## src/rtl/seg7_scan_mux.sv

```systemverilog
// rtl/seg7_scan_mux.sv - multi-digit seven-segment scan driver with frame-aligned value updates
// Optional leading-zero blanking: define SEG7_LEADING_ZERO_BLANK_EN.
module seg7_scan_mux #(
    parameter int NUM_DIGITS   = 4,
    parameter int SCAN_DIV     = 50000,
    parameter int BLANK_CYCLES = 500
) (
    input  logic                    i_clk,
    input  logic                    rst_n,
    input  logic                    i_load,
    input  logic [4*NUM_DIGITS-1:0] i_value,
    output logic                    o_Seg_A,
    output logic                    o_Seg_B,
    output logic                    o_Seg_C,
    output logic                    o_Seg_D,
    output logic                    o_Seg_E,
    output logic                    o_Seg_F,
    output logic                    o_Seg_G,
    output logic [NUM_DIGITS-1:0]   o_Dig,
    output logic                    o_frame_start
);
    localparam int CW = $clog2(SCAN_DIV);
    localparam int IW = ($clog2(NUM_DIGITS) < 1) ? 1 : $clog2(NUM_DIGITS);

    localparam logic ST_BLANK = 1'b0;
    localparam logic ST_DRIVE = 1'b1;

    localparam logic [CW-1:0] BLANK_END = CW'(BLANK_CYCLES);
    localparam logic [CW-1:0] SLOT_END  = CW'(SCAN_DIV - 1);
    localparam logic [IW-1:0] IDX_LAST  = IW'(NUM_DIGITS - 1);

    logic                    state_q, state_d;
    logic [CW-1:0]           cnt_q, cnt_d;
    logic [IW-1:0]           idx_q, idx_d;
    logic [4*NUM_DIGITS-1:0] staging_q, staging_d;
    logic [4*NUM_DIGITS-1:0] display_q, display_d;
    logic                    pending_q, pending_d;
    logic [6:0]              seg_q, seg_d;
    logic [NUM_DIGITS-1:0]   dig_q, dig_d;
    logic                    frame_start_q, frame_start_d;

    logic                    boundary;
    logic [3:0]              cur_nib;
    logic                    lead_zero;

    function automatic logic [6:0] hex_decode(input logic [3:0] nib);
        case (nib)
            4'h0:    hex_decode = 7'b1111110;
            4'h1:    hex_decode = 7'b0110000;
            4'h2:    hex_decode = 7'b1101101;
            4'h3:    hex_decode = 7'b1111001;
            4'h4:    hex_decode = 7'b0110011;
            4'h5:    hex_decode = 7'b1011011;
            4'h6:    hex_decode = 7'b1011111;
            4'h7:    hex_decode = 7'b1110000;
            4'h8:    hex_decode = 7'b1111111;
            4'h9:    hex_decode = 7'b1111011;
            4'hA:    hex_decode = 7'b1110111;
            4'hB:    hex_decode = 7'b0011111;
            4'hC:    hex_decode = 7'b1001110;
            4'hD:    hex_decode = 7'b0111101;
            4'hE:    hex_decode = 7'b1001111;
            default: hex_decode = 7'b1000111;
        endcase
    endfunction

    always_comb begin
        state_d  = state_q;
        cnt_d    = cnt_q + 1'b1;
        idx_d    = idx_q;
        boundary = 1'b0;
        if (state_q == ST_BLANK) begin
            if (cnt_d == BLANK_END) state_d = ST_DRIVE;
        end else if (cnt_q == SLOT_END) begin
            state_d  = ST_BLANK;
            cnt_d    = '0;
            boundary = (idx_q == IDX_LAST);
            idx_d    = boundary ? '0 : idx_q + 1'b1;
        end
    end

    // Transfer uses the pre-edge staging value; a coincident load re-arms pending.
    always_comb begin
        staging_d = staging_q;
        pending_d = pending_q;
        display_d = display_q;
        if (boundary && pending_q) begin
            display_d = staging_q;
            pending_d = 1'b0;
        end
        if (i_load) begin
            staging_d = i_value;
            pending_d = 1'b1;
        end
    end

    always_comb begin
        cur_nib = 4'h0;
        for (int k = 0; k < NUM_DIGITS; k++) begin
            if (idx_d == IW'(k)) cur_nib = display_q[4*k +: 4];
        end
`ifdef SEG7_LEADING_ZERO_BLANK_EN
        lead_zero = (idx_d != '0);
        for (int k = 0; k < NUM_DIGITS; k++) begin
            if (IW'(k) >= idx_d && display_q[4*k +: 4] != 4'h0) lead_zero = 1'b0;
        end
`else
        lead_zero = 1'b0;
`endif
    end

    // Outputs are computed from the next state so they change on the transition edge.
    always_comb begin
        seg_d         = '0;
        dig_d         = '0;
        frame_start_d = boundary;
        if (state_d == ST_DRIVE) begin
            dig_d = {{(NUM_DIGITS-1){1'b0}}, 1'b1} << idx_d;
            if (!lead_zero) seg_d = hex_decode(cur_nib);
        end
    end

    always_ff @(posedge i_clk or negedge rst_n) begin
        if (!rst_n) begin
            state_q       <= ST_BLANK;
            cnt_q         <= '0;
            idx_q         <= '0;
            staging_q     <= '0;
            display_q     <= '0;
            pending_q     <= 1'b0;
            seg_q         <= '0;
            dig_q         <= '0;
            frame_start_q <= 1'b0;
        end else begin
            state_q       <= state_d;
            cnt_q         <= cnt_d;
            idx_q         <= idx_d;
            staging_q     <= staging_d;
            display_q     <= display_d;
            pending_q     <= pending_d;
            seg_q         <= seg_d;
            dig_q         <= dig_d;
            frame_start_q <= frame_start_d;
        end
    end

    assign {o_Seg_A, o_Seg_B, o_Seg_C, o_Seg_D, o_Seg_E, o_Seg_F, o_Seg_G} = seg_q;
    assign o_Dig         = dig_q;
    assign o_frame_start = frame_start_q;

endmodule

```

## config.mk

```make
export PLATFORM = sky130hd
export DESIGN_NAME = seg7_scan_mux
export DESIGN_NICKNAME = d
export VERILOG_FILES = /design/src/rtl/seg7_scan_mux.sv
export SDC_FILE = /design/constraint.sdc
export NUM_CORES = 1
export LEC_CHECK = 0
export BUFFER_PORTS_ARGS = -buffer_cell sky130_fd_sc_hd__buf_2
export CAP_MARGIN = 20
export CORE_ASPECT_RATIO = 1.1
export CORE_MARGIN = 3
export CORE_UTILIZATION = 45
export DETAILED_ROUTE_END_ITERATION = 8
export PLACE_DENSITY = 0.66
export SETUP_SLACK_MARGIN = 0.15
export SLEW_MARGIN = 30
export SYNTH_ARGS = -nofsm -noshare
export SYNTH_HDL_FRONTEND = slang
export SYNTH_SLANG_ARGS = --single-unit
```

## constraint.sdc

```tcl
create_clock -name i_clk -period 2.56 [get_ports i_clk]
set_input_delay 0.512 -clock i_clk [delete_from_list [all_inputs] [get_ports i_clk]]
set_output_delay 0.512 -clock i_clk [all_outputs]
set_load 0.05 [all_outputs]
```

### Word level (Yosys, flattened, before mapping)

Memory sizes are Yosys's and may differ from the RTL's.
Cells that the tools add are included.

| operators by class | value |
|---|---|
| add/subtract/negate cells | 2 |
| equality and inequality tests | 6 |
| shift-type cells | 1 |
| mux-type cells | 18 |
| reductions and logical operators | 3 |

Operators by type and width:

| operator | count |
|---|---|
| $mux W16 | 2 |
| $mux W4 | 5 |
| $add A16 B1 Y16 const B | 1 |
| $eq A16 B16 Y1 const B | 1 |
| $eq A16 B9 Y1 const B | 1 |
| $mux W1 | 7 |
| $mux W7 | 1 |
| $eq A2 B2 Y1 const B | 3 |
| $mux W2 | 3 |
| $shl A1 B2 Y4 const A | 1 |
| $add A2 B1 Y2 const B | 1 |
| $eq A2 B1 Y1 const B | 1 |
| $logic_not A2 Y1 | 1 |
| $reduce_bool A2 Y1 | 1 |
| $logic_and A1 B1 Y1 | 1 |

| word-level totals | value |
|---|---|
| flip-flop bits (word level) | 64 |
| bits in read-only memories | 112 |
| output and inout bits | 12 |
| memories kept | 1 |

Memory list:

| memory | depth | bits a word | rd ports | clocked after Yosys merged registers in | wr ports | RTL line | text |
|---|---|---|---|---|---|---|---|
| (no name shown) | 16 | 7 | 1 | 0 | 0 | 47 | `case (nib)` |

### Depth between registers and ports, before layout

Gate-level depths: netlist (run 1).
An unclocked memory read counts as a cell.

| depth | value |
|---|---|
| depth after elaboration | 11 |
| mapped depth | 12 |
| mapped depth without buffers | 10 |

### Worst setup path before layout (run 1)

No wires, ideal clock.

| timing | value |
|---|---|
| path kind | register to register |
| start | register cnt_q[11] |
| end | register seg_q[3] |
| arrival time | 2.661 ns |
| setup slack | -0.228 ns |
| stages on the path, launching flop included | 13 |
| path buffers | 2 |
| cells stage by stage | dfrtp_1 > buf_6 > nor4b_4 > and4_1 > a21boi_0 > nor2_1 > buf_2 > mux2i_1 > inv_1 > ha_1 > o221ai_1 > o211ai_1 > a21oi_1 |

| between the ends | value |
|---|---|
| longest elaborated chain between the ends | 10 |
| elaborated cells on any way between the ends | 18 |

RTL lines:

| element | RTL line | text |
|---|---|---|
| start: declaration | 33 | `logic [CW-1:0] cnt_q, cnt_d;` |
| start signal: assignment | 136 | `cnt_q <= cnt_d;` |
| $eq A16 B16 Y1 | 74 | `end else if (cnt_q == SLOT_END) begin` |
| $mux W2 | 74 |  |
| $mux W2 | 72 | `if (state_q == ST_BLANK) begin` |
| $logic_not A2 Y1 | 100 | `if (idx_d == IW'(k)) cur_nib = display_q[4*k +: 4];` |
| $mux W4 (4 in a row) | 100 |  |
| $mem_v2 Z16 W7 | n/a |  |
| $mux W7 * | 117 | `if (state_d == ST_DRIVE) begin` |
| via seg_d[3] | 38 | `logic [6:0] seg_q, seg_d;` |
| end signal: assignment | 141 | `seg_q <= seg_d;` |
| end: declaration | 38 |  |

The timed path passes the listed nets; every way through them passes the cells marked *.
A chain may end at the register's enable or synchronous reset.

### Worst setup path after layout (run 1)

| timing | value |
|---|---|
| start | register cnt_q[11] |
| end | register seg_q[6] |

The elaborated chain is that of the path after synthesis.

==> summary.txt, run 1 <==
Synthesis
  – XOR/XNOR share of the synthesized area: 4.83%
  – Post-synth EDFFs: 0
  – Adder-cell area share of the yosys netlist: 3.06%
  – Share of the synthesized area in the top cell type: 49.0%
  – Synth area leader: dfrtp_1
  – Synth Area in Simple Gates: 16.2%
  – Main synth FF type: dfrtp_1
  – Fraction of registers with async set/reset: 100%
  – Mux cell area share after synthesis: 13.7%
  – Syn Nets: 323
  – Register bit total from synthesis: 64
  – Largest family of logic cells by synthesized area: simple AND/OR/NAND/NOR gates
  – Ys Warns: 0
  – Synth Area in Compound Gates: 10.0%
  – Cell Area, Synth: 3270 µm²
  – Cell count after synthesis: 296
  – Seq/Total Area, Yosys: 49.0%
  – Synth cell types: 49
  – Synth Area per Inst: 11.0 µm²
  – Ranking of synthesized cells by area: dfrtp_1, mux2_2, nand2_1

Routing
  – Via count: 2448
  – Routed vias/inst: 5.50
  – First DRT Iteration DRCs: 79
  – Pre-Repair DR Iteration Count: 4
  – Antenna viol nets, final: 0
  – Drt wl/cell: 15.6 µm
  – Final WL: 6.93 mm
  – DRC Markers: 0

Power and ir drop
  – LEAKAGE: 1.92 nW
  – Worst IR Drop VDD: 0.000378 V
  – Cell Pwr Density: 502 nW/µm²

Clock network
  – Worst-Skew Late Latency: 0.33 ns
  – Inserted Clock Buffers: 9
  – Hold Buf Count CTS: 0
  – Root Driver: clkbuf_8
  – Clock sink count: 64
  – H-tree levels: 3
  – Clock slew at reported path FFs: 0.07 ns
  – CTS tree: done
  – Max clock buf depth: 2

Timing
  – Final Slew Violations: 0
  – Tightest Pin Transition: 0.651 ns
  – Crit path time final: 2.55 ns
  – Hold_ws: 0.207 ns
  – RSZ-0062 raised after global routing: true
  – Final Hold Viols: 0
  – # setup viols final: 0
  – Clock Skew: 0.00978 ns
  – Setup_tns: 0 ns
  – Crit share post-route: 99.6%
  – Max Fclk: 392 MHz
  – Slew HR: 56.6%

Global route
  – Vias in the first global route: 2412
  – Tot GR Track Use: 17.5%
  – First-pass GRT wire length: 11.4 mm
  – Largest net degree at the start of global routing: 37
  – Initial antenna violation count: 0
  – GRT overflow: 0

Placement
  – IO Port Bufs: 30
  – GP Congestion: 0.915
  – Placed cells: 418
  – Placed cell area: 3670 µm²
  – Hpwl dp: 4.69 mm

Final layout
  – Finished Cell Area: 4140 µm²
  – Layout area overhead: 26.6%
  – Layout Nets: 386
  – Non-filler cells, final: 445
  – N_diodes: 0
  – Share of cells above drive strength 1: 40.5%
  – Layout Utilization: 60.6%

Critical path
  – Worst EP arrival: 2.80 ns
  – Crit path cell chain: nor4b_4 -> nand4_1 -> buf_4 -> buf_6 -> buf_4 -> a211oi_2 -> nor2_2 -> mux2i_4 -> inv_2 -> ha_4 -> a311o_1 -> a31oi_1
  – Setup CP Type: reg2reg
  – Type of origin of the critical path: flip-flop
  – Max incr delay on CP: 0.41 ns
  – Worst Path Required: 2.81 ns
  – Worst setup EP type: flip-flop
  – Slowest CP cell: dfrtp_1
  – Max FO, Critical Path: 4
  – Most frequent CP cell: buf_4

Floorplan
  – Die Wd: 87.2 µm
  – Placeable core region: 6830 µm²
  – Initial Util: 47.9%
  – Die height: 95.4 µm
  – Site Rows: 31
  – Ports: 31
  – Die area: 8320 µm²

Status
  – Status: finished clean

Worst hold path
  – Min-delay worst type: in2async

Flow run
  – Max Cap Viol: 0
[cell usage after synthesis, types with 5 or more instances]
cell and instances:
nor2_1 21, a22oi_1 7, a211oi_1 8, nand2b_1 13, xor2_1 9, a21oi_1 6
clkbuf_1 5, ha_1 8, nor3_1 9, dfrtp_1 64, inv_1 10, mux2_2 35
nand2_1 27, xnor2_1 9
[state kept, by name (all words and copies together) (netlist names)]
register / cells
cnt_q: 16
display_q: 16
staging_q: 16
seg_q: 7
o_Dig: 4
idx_q: 2
o_frame_start: 1
pending_q: 1
state_q: 1
[metal layers]
metal / share of wire (%) / vias up / GRT usage (%)
li1: - / 1181 / -
met1: 44 / 1203 / 22.5
met2: 50 / 51 / 27.6
met3: 4.0 / 13 / 4.49
met4: 1.9 / 0 / 7.93
met5: 0 / - / 0
[cells by family (layout without fill, tap and decap cells)]
kind of cell | after synthesis | count (layout)
AND/OR/NAND/NOR | 100 | 100
AO/OA/AOI/OAI | 44 | 44
flip-flops | 64 | 64
adder cells (fa/ha/maj) | 8 | 8
XOR/XNOR | 18 | 18
buffers and inverters | 22 | 89
multiplexers | 40 | 40
[critical path, delay by kind of cell (launching register included)]
kind                     cells  cell delay (ns)
AO/OA/AOI/OAI                3             0.59
AND/OR/NAND/NOR              3             0.53
buffers and inverters        4             0.53
flip-flops                   1             0.41
multiplexers                 1             0.23
adder cells (fa/ha/maj)      1             0.18
[stage by stage]
stage               setup slack [ns]  total power [mW]
global route                  -0.143              2.16
finish                       0.00901              2.08
global placement              0.0529              1.13
floorplan                      0.135              1.09
CTS                            0.105              2.11
detailed placement          -0.00309              1.14
[cell usage in the layout (no fill, tap or decap), drive strengths merged, types with 3 or more instances in the layout]
master   n
xnor2    9
a211oi   8
o21ai    3
ha       8
nand2   27
inv     10
nand2b  13
clkbuf  12
nand3    4
a22oi    7
mux2i    5
buf     64
dfrtp   64
a21oi    6
mux2    35
and3     4
xor2     9
nor2b    3
nand4    4
nor4     4
a21boi   3
nor2    21
nor3     9
[final cells by class]
class                      count  area, µm²
timing repair buffer          64        442
clock inverter                 3       65.1
fill                         562       2690
inverter                      10       37.5
multi-input combinational    210       1730
clock buffer                  12        155
tap                           82        103
sequential                    64       1600
[where the power goes]
part | total, mW | leakage, nW | internal (mW) | switching (mW)
clock network | 0.963 | 0.112 | 0.595 | 0.368
registers | 1.05 | 0.838 | 1.04 | 0.0119
logic | 0.0670 | 0.967 | 0.0352 | 0.0317
[what timing repair did]
action                                  in CTS  in global routing
gates cloned                                 0                  1
gates resized for setup                     17                 19
endpoints found under the setup margin       7                  9
buffers inserted                             5                  6
pin swaps                                    5                  7
[final timing paths]
| kind | endpoint | cells past startpoint | from | slack [ns] |
|---|---|---|---|---|
| worst max register to register | seg_q[6] | 12 | cnt_q[11] | 0.009 |
| worst min-delay path | cnt_q[14] | 1 | rst_n | 0.21 |
| worst min register to register | cnt_q[0] | 1 | cnt_q[0] | 0.47 |
| worst max-delay path | seg_q[6] | 12 | cnt_q[11] | 0.009 |
| min in group i_clk | staging_q[13] | 2 | i_value[13] | 0.41 |
| max in group asynchronous | display_q[6] | 2 | rst_n | 1.75 |
No activity file was read; power rests on OpenSTA's default activity.
==> inputs of run 2 (changes only) <==
PLACE_DENSITY = 0.78   (was 0.66)
==> run 2 against run 1 <==
The run now ends with negative setup slack left. Power rose by 6.1%. Die area did not move. First-iteration DRC count rose by 24%. Cell area fell by 0.88%. Routed wire length fell by 2.3%. Combinational power barely moved. Sequential power barely moved. Clock power rose by 13%. Register-to-register slack got worse by 0.12 ns. Sequential cell count did not move. Critical endpoint is now seg_q[1]. Largest cell class unchanged.
==> summary.txt, run 2 (synthesis results as in run 1) <==
Critical path
  – Worst setup EP type: flip-flop
  – Worst Path Required: 2.78 ns
  – Type of origin of the critical path: flip-flop
  – R2r setup slk: -0.12 ns
  – R2R Path Start: cnt_q[10]
  – Worst EP arrival: 2.90 ns
  – Setup CP Type: reg2reg
  – R2R depth: 12
  – R2R Path End: seg_q[1]
  – Critical path destination: seg_q[1]
  – Worst Setup SP: cnt_q[10]
  – Max FO, Critical Path: 6

Worst hold path
  – Min-delay worst type: in2async

Timing
  – Final Slew Violations: 0
  – Slew HR: 75.4%
  – Crit share post-route: 105%
  – Hold_ws: 0.166 ns
  – RSZ-0062 raised after global routing: true
  – # setup viols final: 3
  – Setup ws final: -0.116 ns
  – Final Hold Viols: 0
  – Crit path time final: 2.68 ns
  – Clock Skew: 0.00816 ns
  – Max Fclk: 374 MHz
  – Tightest Pin Transition: 0.365 ns

Final layout
  – Commonest non-fill, non-tap cell in the layout: dfrtp_1
  – Layout Utilization: 60.1%
  – Layout Nets: 383
  – Finished Cell Area: 4100 µm²
  – Layout area overhead: 25.5%
  – Share of cells above drive strength 1: 39.1%
  – Fill count: 546
  – Top flop regs: cnt_q (16), display_q (16), staging_q (16)
  – N_diodes: 0
  – Commonest non-fill, non-tap cells in the layout: dfrtp_1, mux2_2, buf_2

Global route
  – GRT overflow: 0
  – First-pass GRT wire length: 11.5 mm
  – Tot GR Track Use: 17.8%
  – Largest net degree at the start of global routing: 65
  – Vias in the first global route: 2397
  – Initial antenna violation count: 0

Status
  – Violated checks: negative setup slack
  – Status: complete, but fails checks

Placement
  – Placed cell area: 3670 µm²
  – GP Congestion: 0.894
  – Worst slack, placed: -0.0212 ns
  – IO Port Bufs: 30
  – Hpwl dp: 4.65 mm

Routing
  – Antenna viol nets, final: 0
  – First DRT Iteration DRCs: 98
  – Via count: 2438
  – DRC Markers: 0
  – Drt wl/cell: 15.3 µm
  – Final WL: 6.77 mm
  – Routed vias/inst: 5.50
  – Pre-Repair DR Iteration Count: 4

Floorplan
  – Die area: 8320 µm²
  – Die Wd: 87.2 µm
  – Placeable core region: 6830 µm²
  – Initial Util: 47.9%
  – Die height: 95.4 µm
  – Site Rows: 31
  – Ports: 31

Clock network
  – Root Driver: clkbuf_8
  – H-tree levels: 3
  – Inserted Clock Buffers: 9
  – CTS tree: done
  – Clock sink count: 64
  – Hold Buf Count CTS: 0
  – Max clock buf depth: 2
  – Clock slew at reported path FFs: 0.07 ns
  – Worst-Skew Late Latency: 0.35 ns

Flow run
  – Max Cap Viol: 0

Power and ir drop
  – Cell Pwr Density: 538 nW/µm²
  – Worst IR Drop VDD: 0.000443 V
  – Total power: 2.20 mW
  – LEAKAGE: 1.89 nW
-- run 2: changes by cell type in the layout (fill, tap and decap cells not counted), moves of 4 or more --
cell,previous run,this run
a211oi_1,3,7
nor2_2,4,0
buf_6,7,3
nor2_1,16,20
-- run 2: timing repair --
| action | in CTS | in global routing |
|---|---|---|
| endpoints found under the setup margin | 8 | 9 |
| setup buffers | 3 | 6 |
| resized for setup | 12 | 12 |
| pin swaps | 4 | 9 |
-- run 2: routing by layer --
layer | global-route usage, % | vias to the layer above | wire, µm
met5 | 0 | - | 0
met4 | 8.57 | 0 | 167
met3 | 3.89 | 17 | 372
met2 | 27.5 | 78 | 3210
met1 | 23.8 | 1162 | 3020
li1 | - | 1181 | -
-- run 2: critical path, cell delays in order (launching register included) --
cell,delay [ns]
dfrtp_1,0.41
nor4b_4,0.29
nand4_1,0.19
buf_4,0.19
nor4_4,0.21
nor2_4,0.13
mux2i_4,0.29
inv_2,0.13
buf_4,0.16
buf_6,0.10
ha_2,0.16
o31ai_1,0.22
a21oi_1,0.07
-- run 2: area by class of cell --
cell class,count,area [µm²],share of cell area [%]
repair buffers,61,407,9.92
clock buffers,11,151,3.69
flip-flops and latches,64,1600,39.1
inverters,10,37.5,0.915
clock inverters,5,103,2.50
multi-input cells,210,1700,41.4
well taps,82,103,2.50
-- run 2: worst min-delay path by stage --
stage                     startpoint        end  slack, ns  depth (start not counted)
after floorplan                rst_n   cnt_q[0]       0.22                          0
after global placement      cnt_q[0]   cnt_q[0]       0.44                          1
after detailed placement    cnt_q[0]   cnt_q[0]       0.45                          1
after CTS                      rst_n   cnt_q[9]       0.17                          2
after global routing           rst_n   cnt_q[8]       0.19                          2
final                          rst_n  cnt_q[15]       0.17                          2
-- run 2: power breakdown --
group          leakage, nW  switching, mW  total, mW  internal, mW
registers            0.838         0.0125       1.05          1.04
clock network        0.126          0.391       1.09         0.698
logic                0.930         0.0318     0.0672        0.0354
total                 1.89          0.435       2.20          1.77
-- run 2: metrics by stage --
step	instances	TNS [ns]
floorplan	296	0
global placement	418	0
detailed placement	418	-0.0212
CTS	437	0
global route	443	-0.968
finish	443	-0.162
